$ cat src/rtl/rect_fill_gen_engine_if.sv
// -----------------------------------------------------------------------------
// rect_fill_gen_engine_if
//
// Write-port bundle between the rectangle fill generator and the arbiter.
//   arb_out_rts   : write valid (generator -> arbiter)
//   arb_in_rtr    : arbiter ready (arbiter -> generator)
//   arb_out_wben  : per-byte-lane write enables
//   arb_out_addr  : word address
//   arb_out_data  : write data
//   arb_out_op    : 1 = write
// A transfer happens on a clock edge where arb_out_rts & arb_in_rtr.
// -----------------------------------------------------------------------------
interface rect_fill_gen_engine_if #(
    parameter int ADDR_W = 16,
    parameter int DATA_W = 32
);
    logic                  arb_out_rts;
    logic                  arb_in_rtr;
    logic [DATA_W/8-1:0]   arb_out_wben;
    logic [ADDR_W-1:0]     arb_out_addr;
    logic [DATA_W-1:0]     arb_out_data;
    logic                  arb_out_op;

    modport master (
        output arb_out_rts,
        input  arb_in_rtr,
        output arb_out_wben,
        output arb_out_addr,
        output arb_out_data,
        output arb_out_op
    );

    modport slave (
        input  arb_out_rts,
        output arb_in_rtr,
        input  arb_out_wben,
        input  arb_out_addr,
        input  arb_out_data,
        input  arb_out_op
    );
endinterface

$ cat src/rtl/rect_fill_gen_engine.sv
// -----------------------------------------------------------------------------
// rect_fill_gen_engine
//
// Rectangle fill data generator. On a start strobe it walks the rectangle
// row by row, word by word, channel by channel, issuing one arbiter write per
// (word, channel). Pixels sharing a frame-buffer word are coalesced into one
// write with per-pixel byte enables. Solid and outline-only modes.
//
// Ports:
//   clk, rst_            clock, asynchronous active-low reset
//   gen_start_strobe     start request, sampled only while idle
//   init_addr/init_lane  word address / byte lane of the first pixel
//   cmd_data_hgt/_wid    rectangle size in rows / pixels
//   cmd_data_color       channel ch in bits [8ch+7:8ch]
//   cmd_mode             0 = solid, 1 = outline only
//   data_gen_is_idle     high while idle
//   gen_done             one-cycle pulse when a command finishes
//   arb                  write port (rect_fill_gen_engine_if.master)
//   xfer_cnt             saturating transfer count (only with
//                        RECT_GEN_XFER_CNT_EN defined)
//
// Optional feature macro: RECT_GEN_XFER_CNT_EN
// -----------------------------------------------------------------------------
module rect_fill_gen_engine #(
    parameter int ADDR_W     = 16,
    parameter int DATA_W     = 32,
    parameter int NUM_CH     = 3,
    parameter int ROW_STRIDE = 240,
    parameter int LANE_W     = 2
) (
    input  logic                  clk,
    input  logic                  rst_,
    input  logic                  gen_start_strobe,
    input  logic [ADDR_W-1:0]     init_addr,
    input  logic [LANE_W-1:0]     init_lane,
    input  logic [15:0]           cmd_data_hgt,
    input  logic [15:0]           cmd_data_wid,
    input  logic [NUM_CH*8-1:0]   cmd_data_color,
    input  logic                  cmd_mode,
    output logic                  data_gen_is_idle,
    output logic                  gen_done,
    rect_fill_gen_engine_if.master arb
`ifdef RECT_GEN_XFER_CNT_EN
    ,
    output logic [31:0]           xfer_cnt
`endif
);

    localparam int PIX    = DATA_W / 8;
    localparam int PIX_SH = $clog2(PIX);
    localparam int CH_W   = (NUM_CH > 1) ? $clog2(NUM_CH) : 1;

    typedef enum logic [1:0] {
        IDLE,
        DRIVE,
        DONE
    } state_t;

    state_t              state;

    // Latched command
    logic [15:0]         hgt_q;
    logic [15:0]         wid_q;
    logic [LANE_W-1:0]   lane_q;
    logic [NUM_CH*8-1:0] color_q;
    logic                outline_q;   // outline mode that does not degenerate to solid
    logic [16:0]         nw_q;        // words per row

    // Position of the write currently presented
    logic [15:0]         row_q;
    logic [16:0]         word_q;
    logic [CH_W-1:0]     ch_q;
    logic [ADDR_W-1:0]   row_base_q;

    logic                xfc;

    // Byte enables for one word: lane k holds column word*PIX + k - lane.
    // Interior outline rows keep only the first and last column.
    function automatic logic [PIX-1:0] calc_wben(
        input logic [16:0]       word,
        input logic [LANE_W-1:0] lane,
        input logic [15:0]       wid,
        input logic              interior
    );
        logic [PIX-1:0] en;
        int             c;
        int             last_c;
        en     = '0;
        last_c = int'(wid) - 1;
        for (int k = 0; k < PIX; k++) begin
            c = int'(word) * PIX + k - int'(lane);
            if (interior) en[k] = (c == 0) || (c == last_c);
            else          en[k] = (c >= 0) && (c <= last_c);
        end
        return en;
    endfunction

    // Colour byte of one channel replicated into every byte lane.
    function automatic logic [DATA_W-1:0] lane_data(
        input logic [NUM_CH*8-1:0] color,
        input logic [CH_W-1:0]     ch
    );
        return {PIX{color[32'(ch)*8 +: 8]}};
    endfunction

    // Values captured on an accepted start
    logic [16:0] start_nw;
    logic        start_outline;
    logic        start_empty;

    assign start_nw      = 17'((17'(init_lane) + 17'(cmd_data_wid) + 17'(PIX - 1)) >> PIX_SH);
    assign start_outline = cmd_mode && (cmd_data_wid != 16'd1) && (cmd_data_hgt > 16'd2);
    assign start_empty   = (cmd_data_hgt == 16'd0) || (cmd_data_wid == 16'd0);

    assign xfc              = arb.arb_out_rts && arb.arb_in_rtr;
    assign data_gen_is_idle = (state == IDLE);

    // Next write position after the current one transfers
    logic [CH_W-1:0]   nxt_ch;
    logic [16:0]       nxt_word;
    logic [15:0]       nxt_row;
    logic [ADDR_W-1:0] nxt_row_base;
    logic              nxt_last;
    logic              cur_interior;
    logic              nxt_interior;
    logic [ADDR_W-1:0] nxt_addr;

    assign cur_interior = outline_q && (row_q != 16'd0) && (row_q != hgt_q - 16'd1);
    assign nxt_interior = outline_q && (nxt_row != 16'd0) && (nxt_row != hgt_q - 16'd1);
    assign nxt_addr     = nxt_row_base + ADDR_W'(int'(nxt_word) * NUM_CH) + ADDR_W'(nxt_ch);

    // NOTE: every always_comb output gets a default first so no path can
    // leave it unassigned and infer a latch.
    always_comb begin
        nxt_ch       = ch_q;
        nxt_word     = word_q;
        nxt_row      = row_q;
        nxt_row_base = row_base_q;
        nxt_last     = 1'b0;
        if (ch_q != CH_W'(NUM_CH - 1)) begin
            nxt_ch = ch_q + 1'b1;
        end else begin
            nxt_ch = '0;
            if (word_q != nw_q - 17'd1) begin
                // Interior outline rows: middle words are all-zero, jump to the last
                if (cur_interior && (word_q == 17'd0)) nxt_word = nw_q - 17'd1;
                else                                   nxt_word = word_q + 17'd1;
            end else if (row_q != hgt_q - 16'd1) begin
                nxt_word     = '0;
                nxt_row      = row_q + 16'd1;
                nxt_row_base = row_base_q + ADDR_W'(ROW_STRIDE);
            end else begin
                nxt_last = 1'b1;
            end
        end
    end

    // NOTE: state and outputs are registers updated with non-blocking
    // assignments so every read in this block sees pre-edge values.
    always_ff @(posedge clk or negedge rst_) begin
        if (!rst_) begin
            state            <= IDLE;
            gen_done         <= 1'b0;
            arb.arb_out_rts  <= 1'b0;
            arb.arb_out_wben <= '0;
            arb.arb_out_addr <= '0;
            arb.arb_out_data <= '0;
            arb.arb_out_op   <= 1'b0;
            hgt_q            <= '0;
            wid_q            <= '0;
            lane_q           <= '0;
            color_q          <= '0;
            outline_q        <= 1'b0;
            nw_q             <= '0;
            row_q            <= '0;
            word_q           <= '0;
            ch_q             <= '0;
            row_base_q       <= '0;
        end else begin
            case (state)
                IDLE: begin
                    if (gen_start_strobe) begin
                        hgt_q      <= cmd_data_hgt;
                        wid_q      <= cmd_data_wid;
                        lane_q     <= init_lane;
                        color_q    <= cmd_data_color;
                        outline_q  <= start_outline;
                        nw_q       <= start_nw;
                        row_q      <= '0;
                        word_q     <= '0;
                        ch_q       <= '0;
                        row_base_q <= init_addr;
                        if (start_empty) begin
                            state    <= DONE;
                            gen_done <= 1'b1;
                        end else begin
                            // Row 0 is never interior, so the first word uses solid enables
                            state            <= DRIVE;
                            arb.arb_out_rts  <= 1'b1;
                            arb.arb_out_op   <= 1'b1;
                            arb.arb_out_addr <= init_addr;
                            arb.arb_out_data <= lane_data(cmd_data_color, '0);
                            arb.arb_out_wben <= calc_wben(17'd0, init_lane, cmd_data_wid, 1'b0);
                        end
                    end
                end
                DRIVE: begin
                    if (xfc) begin
                        if (nxt_last) begin
                            state            <= DONE;
                            gen_done         <= 1'b1;
                            arb.arb_out_rts  <= 1'b0;
                            arb.arb_out_op   <= 1'b0;
                            arb.arb_out_wben <= '0;
                        end else begin
                            ch_q             <= nxt_ch;
                            word_q           <= nxt_word;
                            row_q            <= nxt_row;
                            row_base_q       <= nxt_row_base;
                            arb.arb_out_addr <= nxt_addr;
                            arb.arb_out_data <= lane_data(color_q, nxt_ch);
                            arb.arb_out_wben <= calc_wben(nxt_word, lane_q, wid_q, nxt_interior);
                        end
                    end
                end
                DONE: begin
                    gen_done <= 1'b0;
                    state    <= IDLE;
                end
                default: begin
                    state <= IDLE;
                end
            endcase
        end
    end

`ifdef RECT_GEN_XFER_CNT_EN
    always_ff @(posedge clk or negedge rst_) begin
        if (!rst_) begin
            xfer_cnt <= '0;
        end else if ((state == IDLE) && gen_start_strobe) begin
            xfer_cnt <= '0;
        end else if (xfc && (xfer_cnt != 32'hFFFF_FFFF)) begin
            xfer_cnt <= xfer_cnt + 32'd1;
        end
    end
`endif

endmodule

$ cat src/flat_wrapper.sv
// flat-port wrapper written by rule: the top's interface ports become plain ports
module rect_fill_gen_engine_flat 
#(
    parameter int ADDR_W     = 16,
    parameter int DATA_W     = 32,
    parameter int NUM_CH     = 3,
    parameter int ROW_STRIDE = 240,
    parameter int LANE_W     = 2
)
  (clk, rst_, gen_start_strobe, init_addr, init_lane, cmd_data_hgt, cmd_data_wid, cmd_data_color, cmd_mode, data_gen_is_idle, gen_done, arb_arb_out_rts, arb_arb_in_rtr, arb_arb_out_wben, arb_arb_out_addr, arb_arb_out_data, arb_arb_out_op);
  rect_fill_gen_engine_if #(.ADDR_W(ADDR_W), .DATA_W(DATA_W)) arb_i ();
  input  logic clk;
  input  logic rst_;
  input  logic gen_start_strobe;
  input  logic [ADDR_W-1:0] init_addr;
  input  logic [LANE_W-1:0] init_lane;
  input  logic [15:0] cmd_data_hgt;
  input  logic [15:0] cmd_data_wid;
  input  logic [NUM_CH*8-1:0] cmd_data_color;
  input  logic cmd_mode;
  output logic data_gen_is_idle;
  output logic gen_done;
  output wire logic [$bits(arb_i.arb_out_rts)-1:0] arb_arb_out_rts;
  input wire logic [$bits(arb_i.arb_in_rtr)-1:0] arb_arb_in_rtr;
  output wire logic [$bits(arb_i.arb_out_wben)-1:0] arb_arb_out_wben;
  output wire logic [$bits(arb_i.arb_out_addr)-1:0] arb_arb_out_addr;
  output wire logic [$bits(arb_i.arb_out_data)-1:0] arb_arb_out_data;
  output wire logic [$bits(arb_i.arb_out_op)-1:0] arb_arb_out_op;
  assign arb_arb_out_rts = arb_i.arb_out_rts;
  assign arb_i.arb_in_rtr = arb_arb_in_rtr;
  assign arb_arb_out_wben = arb_i.arb_out_wben;
  assign arb_arb_out_addr = arb_i.arb_out_addr;
  assign arb_arb_out_data = arb_i.arb_out_data;
  assign arb_arb_out_op = arb_i.arb_out_op;
  rect_fill_gen_engine #(.ADDR_W(ADDR_W), .DATA_W(DATA_W), .NUM_CH(NUM_CH), .ROW_STRIDE(ROW_STRIDE), .LANE_W(LANE_W)) u_core (.clk(clk), .rst_(rst_), .gen_start_strobe(gen_start_strobe), .init_addr(init_addr), .init_lane(init_lane), .cmd_data_hgt(cmd_data_hgt), .cmd_data_wid(cmd_data_wid), .cmd_data_color(cmd_data_color), .cmd_mode(cmd_mode), .data_gen_is_idle(data_gen_is_idle), .gen_done(gen_done), .arb(arb_i));
endmodule
$ cat config.mk
export PLATFORM = sky130hd
export DESIGN_NAME = rect_fill_gen_engine_flat
export DESIGN_NICKNAME = d
export VERILOG_FILES = /design/src/rtl/rect_fill_gen_engine_if.sv /design/src/rtl/rect_fill_gen_engine.sv /design/src/flat_wrapper.sv
export SDC_FILE = /design/constraint.sdc
export NUM_CORES = 1
export LEC_CHECK = 0
export CORE_ASPECT_RATIO = 2
export CORE_MARGIN = 8
export CORE_UTILIZATION = 40
export CTS_BUF_LIST = sky130_fd_sc_hd__clkbuf_4 sky130_fd_sc_hd__clkbuf_8
export CTS_CLUSTER_DIAMETER = 60
export DETAILED_ROUTE_END_ITERATION = 10
export DONT_BUFFER_PORTS = 1
export GPL_ROUTABILITY_DRIVEN = 0
export GPL_TIMING_DRIVEN = 0
export PLACE_DENSITY_LB_ADDON = 0.15
export SLEW_MARGIN = 25
export SYNTH_ARGS = -nofsm -noshare
export SYNTH_HDL_FRONTEND = slang
export SYNTH_SLANG_ARGS = --single-unit
$ cat constraint.sdc
create_clock -name clk -period 12.95 [get_ports clk]
set_input_delay 2.59 -clock clk [delete_from_list [all_inputs] [get_ports clk]]
set_output_delay 2.59 -clock clk [all_outputs]
set_load 0.02 [all_outputs]
Word-level counts from Yosys, hierarchy flattened
Cells that the tools add are included.
{"block": "word_totals", "reg_bits": 181, "latch_bits": 0, "ram_bits": 0, "rom_bits": 0, "inputBits": 79, "out_inout_bits": 56, "word_cells": 179, "mem_count": 0}
{"block": "op_classes", "addsub": 23, "multipliers": 1, "n_div": 0, "order_cmp": 17, "eq_ne": 17, "shifts": 1, "n_mux": 64, "bitwise_logic": 0, "reduce_logical": 40}
{"cell": ">= comparator 32 x 1 -> 1 bit (second input constant)", "n": 8}
{"cell": "less-or-equal comparator 32 bit", "n": 8}
{"cell": "2-to-1 mux 16 bit", "n": 16}
{"cell": "== test 32 bit", "n": 4}
{"cell": "zero test 32 bit", "n": 4}
{"cell": "2-to-1 mux 32 bit", "n": 4}
{"cell": "2-to-1 mux 17 bit", "n": 7}
{"cell": "one-hot mux 16 bit (2 select lines)", "n": 3}
{"cell": "subtractor 32 x 3 -> 32 bit", "n": 3}
{"cell": "one-hot mux 32 bit (2 select lines)", "n": 1}
{"cell": "adder 19 x 2 -> 20 bit (second input constant)", "n": 2}
{"cell": "one-hot mux 17 bit (2 select lines)", "n": 1}
{"cell": "subtractor 16 x 1 -> 17 bit (second input constant)", "n": 2}
{"cell": "zero test 16 bit", "n": 2}
{"cell": "inequality test 16 bit", "n": 2}
{"cell": "nonzero test 16 bit", "n": 2}
{"cell": "indexed part select 24 x 6 -> 8 bit", "n": 1}
{"cell": "adder 19 x 1 -> 20 bit (second input constant)", "n": 1}
{"cell": "subtractor 19 x 2 -> 20 bit", "n": 1}
{"cell": "adder 17 x 1 -> 17 bit (second input constant)", "n": 1}
{"cell": "adder 17 x 2 -> 17 bit (second input constant)", "n": 1}
{"cell": "adder 2 x 16 -> 17 bit", "n": 1}
{"cell": "zero test 17 bit", "n": 1}
{"cell": "multiplier 17 x 2 -> 16 bit (second input constant)", "n": 1}
{"cell": "32 further kinds", "n": 86}

Longest topological paths before layout
{"block": "logic_depth", "word_depth": 15, "ltp_mapped": 35, "depth_no_buf": 32}

Worst setup path after synthesis
Ideal clock, no wire load.
{"block": "synth_path", "path_type": "reg2reg", "from": "register u_core.nw_q[0]", "to": "register u_core.arb.arb_out_wben[1]", "setup_time_ns": 0.128, "t_arrival_ns": 7.248, "t_required_ns": 12.822, "path_slack_ns": 5.574, "path_stages_with_launch": 36, "period_less_slack_ns": 7.376, "path_cell_list": "dfrtp_1 -> inv_1 -> ha_1 -> or4b_1 -> clkbuf_1 -> nor3_1 -> mux2_2 -> a2111oi_4 -> nand4_2 -> or3_4 -> nand2_1 -> buf_2 -> a31oi_1 -> o2bb2ai_1 -> inv_1 -> ha_1 -> and3_1 -> clkbuf_1 -> and3_1 -> nand2_1 -> nor2_1 -> xnor2_1 -> ha_1 -> a21o_1 -> a21o_1 -> a21o_1 -> a21oi_1 -> nor2b_1 -> o21ai_0 -> nand2b_1 -> a21oi_1 -> nor2_1 -> a2111oi_0 -> mux2i_1 -> o31ai_1 -> a21oi_1"}
{"block": "synth_via", "elab_chain_cells": 12, "elab_cells_between_ends": 25, "cone_classes": "3 x add/sub; 2 x order compare; 3 x eq/ne; 11 x mux; 6 x reduce/logical"}
{"element": "start, declared", "line": "rect_fill_gen_engine.sv:67", "source": "logic [16:0] nw_q;"}
{"element": "start signal, assigned", "line": "rect_fill_gen_engine.sv:188", "source": "nw_q <= start_nw;"}
{"element": "subtractor 15 x 1 -> 16 bit (*)", "line": "rect_fill_gen_engine.sv:144, rect_fill_gen_engine.sv:146"}
{"element": "inequality test 17 bit or 2-to-1 mux 17 bit (tied branches)", "line": "rect_fill_gen_engine.sv:144, rect_fill_gen_engine.sv:146"}
{"element": "2-to-1 mux 17 bit", "line": "rect_fill_gen_engine.sv:144", "source": "if (word_q != nw_q - 17'd1) begin"}
{"element": "2-to-1 mux 17 bit", "line": "rect_fill_gen_engine.sv:140", "source": "if (ch_q != CH_W'(NUM_CH - 1)) begin"}
{"element": "adder 19 x 1 -> 20 bit", "line": "rect_fill_gen_engine.sv:91", "source": "c = int'(word) * PIX + k - int'(lane);"}
{"element": "subtractor 32 x 3 -> 32 bit", "line": "rect_fill_gen_engine.sv:91"}
{"element": ">= comparator 32 x 1 -> 1 bit, or another cell as far along", "line": "rect_fill_gen_engine.sv:93", "source": "else en[k] = (c >= 0) && (c <= last_c);"}
{"element": "logical AND 1 bit or logical OR 1 bit (tied branches)", "line": "rect_fill_gen_engine.sv:93, rect_fill_gen_engine.sv:92"}
{"element": "2-to-1 mux 1 bit", "line": "rect_fill_gen_engine.sv:92", "source": "if (interior) en[k] = (c == 0) || (c == last_c);"}
{"element": "2-to-1 mux 4 bit (*)", "line": "rect_fill_gen_engine.sv:209", "source": "if (nxt_last) begin"}
{"element": "2-to-1 mux 4 bit (*)", "line": "rect_fill_gen_engine.sv:208", "source": "if (xfc) begin"}
{"element": "one-hot mux 4 bit (2 select lines) (*)", "line": "rect_fill_gen_engine.sv:180", "source": "case (state)"}
{"element": "end signal, assigned", "line": "rect_fill_gen_engine.sv:203", "source": "arb.arb_out_wben <= calc_wben(17'd0, init_lane, cmd_data_wid, 1'b0);"}
{"element": "end signal, assigned", "line": "rect_fill_gen_engine.sv:222", "source": "arb.arb_out_wben <= calc_wben(nxt_word, lane_q, wid_q, nxt_interior);"}
{"element": "end, declared", "line": "rect_fill_gen_engine_if.sv:27", "source": "output arb_out_wben,"}
Every way passes the cells marked *; elsewhere a longest branch is shown, timed or not. The select of a mux whose other input is x is not followed.
A chain may end at the register's enable or synchronous reset.

Worst setup path after layout
{"block": "layout_path", "from": "register u_core.nw_q[0]", "to": "register u_core.arb.arb_out_addr[15]"}
{"block": "layout_via", "elab_chain_cells": 10, "elab_cells_between_ends": 17, "cone_classes": "3 x add/sub; 1 x mul; 2 x eq/ne; 10 x mux; 1 x reduce/logical"}
{"element": "subtractor 15 x 1 -> 16 bit (*)", "line": "rect_fill_gen_engine.sv:144, rect_fill_gen_engine.sv:146"}
{"element": "inequality test 17 bit or 2-to-1 mux 17 bit (tied branches)", "line": "rect_fill_gen_engine.sv:144, rect_fill_gen_engine.sv:146"}
{"element": "2-to-1 mux 17 bit", "line": "rect_fill_gen_engine.sv:144"}
{"element": "2-to-1 mux 17 bit", "line": "rect_fill_gen_engine.sv:140"}
{"element": "multiplier 17 x 2 -> 16 bit", "line": "rect_fill_gen_engine.sv:130", "source": "assign nxt_addr = nxt_row_base + ADDR_W'(int'(nxt_word) * NUM_CH) + ADDR_W'(nxt_ch);"}
{"element": "adder 16 bit", "line": "rect_fill_gen_engine.sv:130"}
{"element": "adder 16 x 2 -> 16 bit", "line": "rect_fill_gen_engine.sv:130"}
{"element": "2-to-1 mux 16 bit", "line": "rect_fill_gen_engine.sv:209"}
{"element": "2-to-1 mux 16 bit", "line": "rect_fill_gen_engine.sv:208"}
{"element": "one-hot mux 16 bit (2 select lines)", "line": "rect_fill_gen_engine.sv:180"}
{"element": "end signal, assigned", "line": "rect_fill_gen_engine.sv:201", "source": "arb.arb_out_addr <= init_addr;"}
{"element": "end signal, assigned", "line": "rect_fill_gen_engine.sv:220", "source": "arb.arb_out_addr <= nxt_addr;"}
{"element": "end, declared", "line": "rect_fill_gen_engine_if.sv:28", "source": "output arb_out_addr,"}
Marks and branches as above.

==> reports/results.txt <==
status - finished, final reports clean
met3 usage - 4.09%
CTS Buf Count - 17
core area - 0.0438 mm²
Post-layout nets - 2,472
Worst path max stage delay - 0.51 ns
setup TNS - 0 ns
Critical-path top delay cell - dfrtp_1
most numerous cell in the Yosys netlist - ha_1
H-tree depth - 4
RSZ-0062 raised after global routing - no
die width - 164 µm
r2r worst-path depth - 34
crit start category - flop
initial drt markers - 1,135
Mapped Cells - 2,130
antenna violations before repair - 2
layout cell share with drive strength beyond 1 - 8.21%
first-pass GRT wire length - 94.2 mm
HP Start - u_core.row_base_q[3]
maximum VDD drop - 0.140 mV
critical path required time - 13.39 ns
full die area - 0.0514 mm²
GRT Total Usage - 23.7%
die span in y - 313 µm
post-DP HPWL - 48.4 mm
drt wl/cell - 22.2 µm
port buffer count - 0
leading area contributor after synthesis - dfrtp_1
syn_nets - 2,447
Worst Hold Class - reg2reg
Synth warnings - 0
CTS resizes - 0
postcts setup bufs - 0
Post-synth EDFFs - 0
largest net degree at the start of global routing - 158
antenna viol nets, final - 0
Initial Utilization - 40.2%
DRT Pass-1 Iters - 8
Vias per Instance - 5.91
Top FF cell, synth - dfrtp_1
kind of critical path - reg2reg
Max FO, Critical Path - 10
max_cap viols - 0
Power, Total - 0.00457 W
setup violators final - 0
Hold Buf Count CTS - 0
DRC - 0
global routing's busiest layer - met2
GRT Residual Overflow - 0
Final Hold Viols - 0
clk_skew - 0.0265 ns
Max Freq - 106 MHz
power density cells - 243 mW/mm²
met1 usage in global routing - 30.6%
post-synth top area share - 22.3%
P&R area growth vs syn - 6.89%
most common library cells after synthesis - ha_1, nand2_1, o21ai_0
row cnt - 109
Tightest Pin Transition - 1.06 ns
Setup crit end kind - flop
TritonCTS clock tree - done
main area contributors after synthesis - dfrtp_1, ha_1, xnor2_1, o21ai_0, nand2_1
R2R Path End - u_core.arb.arb_out_addr[15]
clock sink total - 157
Slew Viols, Final - 0
minimum clock period - 9.46 ns
FFs w/ async S/R, synth - 100%
Critical Path AT - 9.90 ns
Worst-Skew Late Latency - 0.52 ns
top-level I/O count - 135
leakage - 8.15 nW
Synth Area per Inst - 8.27 µm²
Synth cell types - 83
drt total wl - 60.6 mm
Tcrit/Tclk final - 73.1%
Clk pin slew, worst setup/hold paths - 0.11 ns
Hold Path Depth - 2
GR Util met2 - 38.9%
vias in the first global route - 15,698
Rel. slew slack - 29.1%
Yosys reg bits - 157
Max clock buf depth - 2
FF-to-FF setup slack - 3.49 ns
sequential fraction of the synthesis area - 22.3%
worst hold endpoint - u_core.row_base_q[3]
Post-Syn Area - 0.0176 mm²
vias post-DR - 16,096
launching point of the worst reg2reg path - u_core.nw_q[0]
CTS root buffer - clkbuf_8
## cell usage in the layout (no fill, tap or decap), types with 42 or more instances in the layout
cell,synthesis,layout
nand2_1,178,178
nor3_1,68,67
nor2_1,149,149
inv_1,77,77
mux2_2,58,58
nor2b_1,42,42
a21o_1,57,57
xor2_1,50,50
ha_1,224,224
nand4_1,53,53
o21ai_0,160,160
clkbuf_1,99,99
a21oi_1,85,85
dfrtp_1,157,157
nand3_1,79,79
nor4_1,43,43
xnor2_1,137,137
## power by group
part	internal, W	leakage [nW]	total (W)	switching (W)
combinational	0.00133	5.99	0.00323	0.00190
clock	0.000174	0.212	0.000404	0.000231
sequential	0.000680	1.95	0.000936	0.000256
total	0.00219	8.15	0.00457	0.00238
## stage by stage
| stage | hold WS [ns] | util, % | cells | cell area [µm²] | setup WS (ns) |
|---|---|---|---|---|---|
| 5_1_grt | 0.533 | 43.0 | 2724 | 18800 | 2.93 |
| 6_report | 0.511 | 43.0 | 2724 | 18800 | 3.49 |
| 2_1_floorplan | 0.450 | - | 2130 | 17600 | 5.57 |
| 4_1_cts | 0.506 | 43.0 | 2723 | 18800 | 3.63 |
| 3_5_place_dp | 0.484 | 42.0 | 2691 | 18400 | 3.70 |
| 3_3_place_gp | 0.464 | 41.8 | 2685 | 18300 | 3.29 |
## critical path: cells and delay by family, from the launching register on
kind                     cells  cell delay (ns)
buffers and inverters        7             1.42
AND/OR/NAND/NOR              7             2.11
XOR/XNOR                     1             0.27
adder cells (fa/ha/maj)      6             1.84
AO/OA/AOI/OAI               12             2.80
flip-flops                   1             0.51
multiplexers                 1             0.43
## how the worst max path moves through the flow
stage                        start                          end  slack (ns)  cells after the start
floorplan           u_core.nw_q[0]   u_core.arb.arb_out_wben[1]        5.57                     35
CTS                 u_core.nw_q[0]  u_core.arb.arb_out_addr[15]        3.63                     34
global route        u_core.nw_q[0]  u_core.arb.arb_out_addr[15]        2.93                     34
detailed placement  u_core.nw_q[0]  u_core.arb.arb_out_addr[15]        3.70                     34
finish              u_core.nw_q[0]  u_core.arb.arb_out_addr[15]        3.49                     34
global placement    u_core.nw_q[0]   u_core.arb.arb_out_wben[2]        3.29                     28
## state kept, by name, summed over array words and instances (netlist names), 8 cells and up
signal,cells
u_core.color_q,24
u_core.hgt_q,16
u_core.row_base_q,16
u_core.arb.arb_out_data,8
u_core.word_q,17
u_core.row_q,16
u_core.arb.arb_out_addr,16
u_core.nw_q,15
u_core.wid_q,16
## final cells by class
cell class / instances / area [µm²]
plain buffers: 137 / 629
multi-input cells: 1754 / 12800
clock buffers: 19 / 262
fillers: 4508 / 25000
flip-flops and latches: 157 / 3930
diodes: 1 / 2.50
clock inverters: 13 / 164
inverters: 82 / 308
repair buffers: 6 / 47.5
well taps: 555 / 694
## per-layer routing
| metal | vias to the layer above | share of wire, % |
|---|---|---|
| met1 | 7697 | 43 |
| li1 | 7741 | - |
| met2 | 559 | 48 |
| met3 | 97 | 5.9 |
| met5 | - | 0.021 |
| met4 | 2 | 3.4 |
## cell families after synthesis
logic type | Yosys count | share of synthesized area (%)
buf+inv | 219 | 5.32
fa+ha+maj | 238 | 17.5
compound gates | 476 | 17.5
flops | 157 | 22.3
xor+xnor | 188 | 9.44
simple gates | 763 | 22.5
mux | 89 | 5.47
No activity file was read; power rests on OpenSTA's default activity.
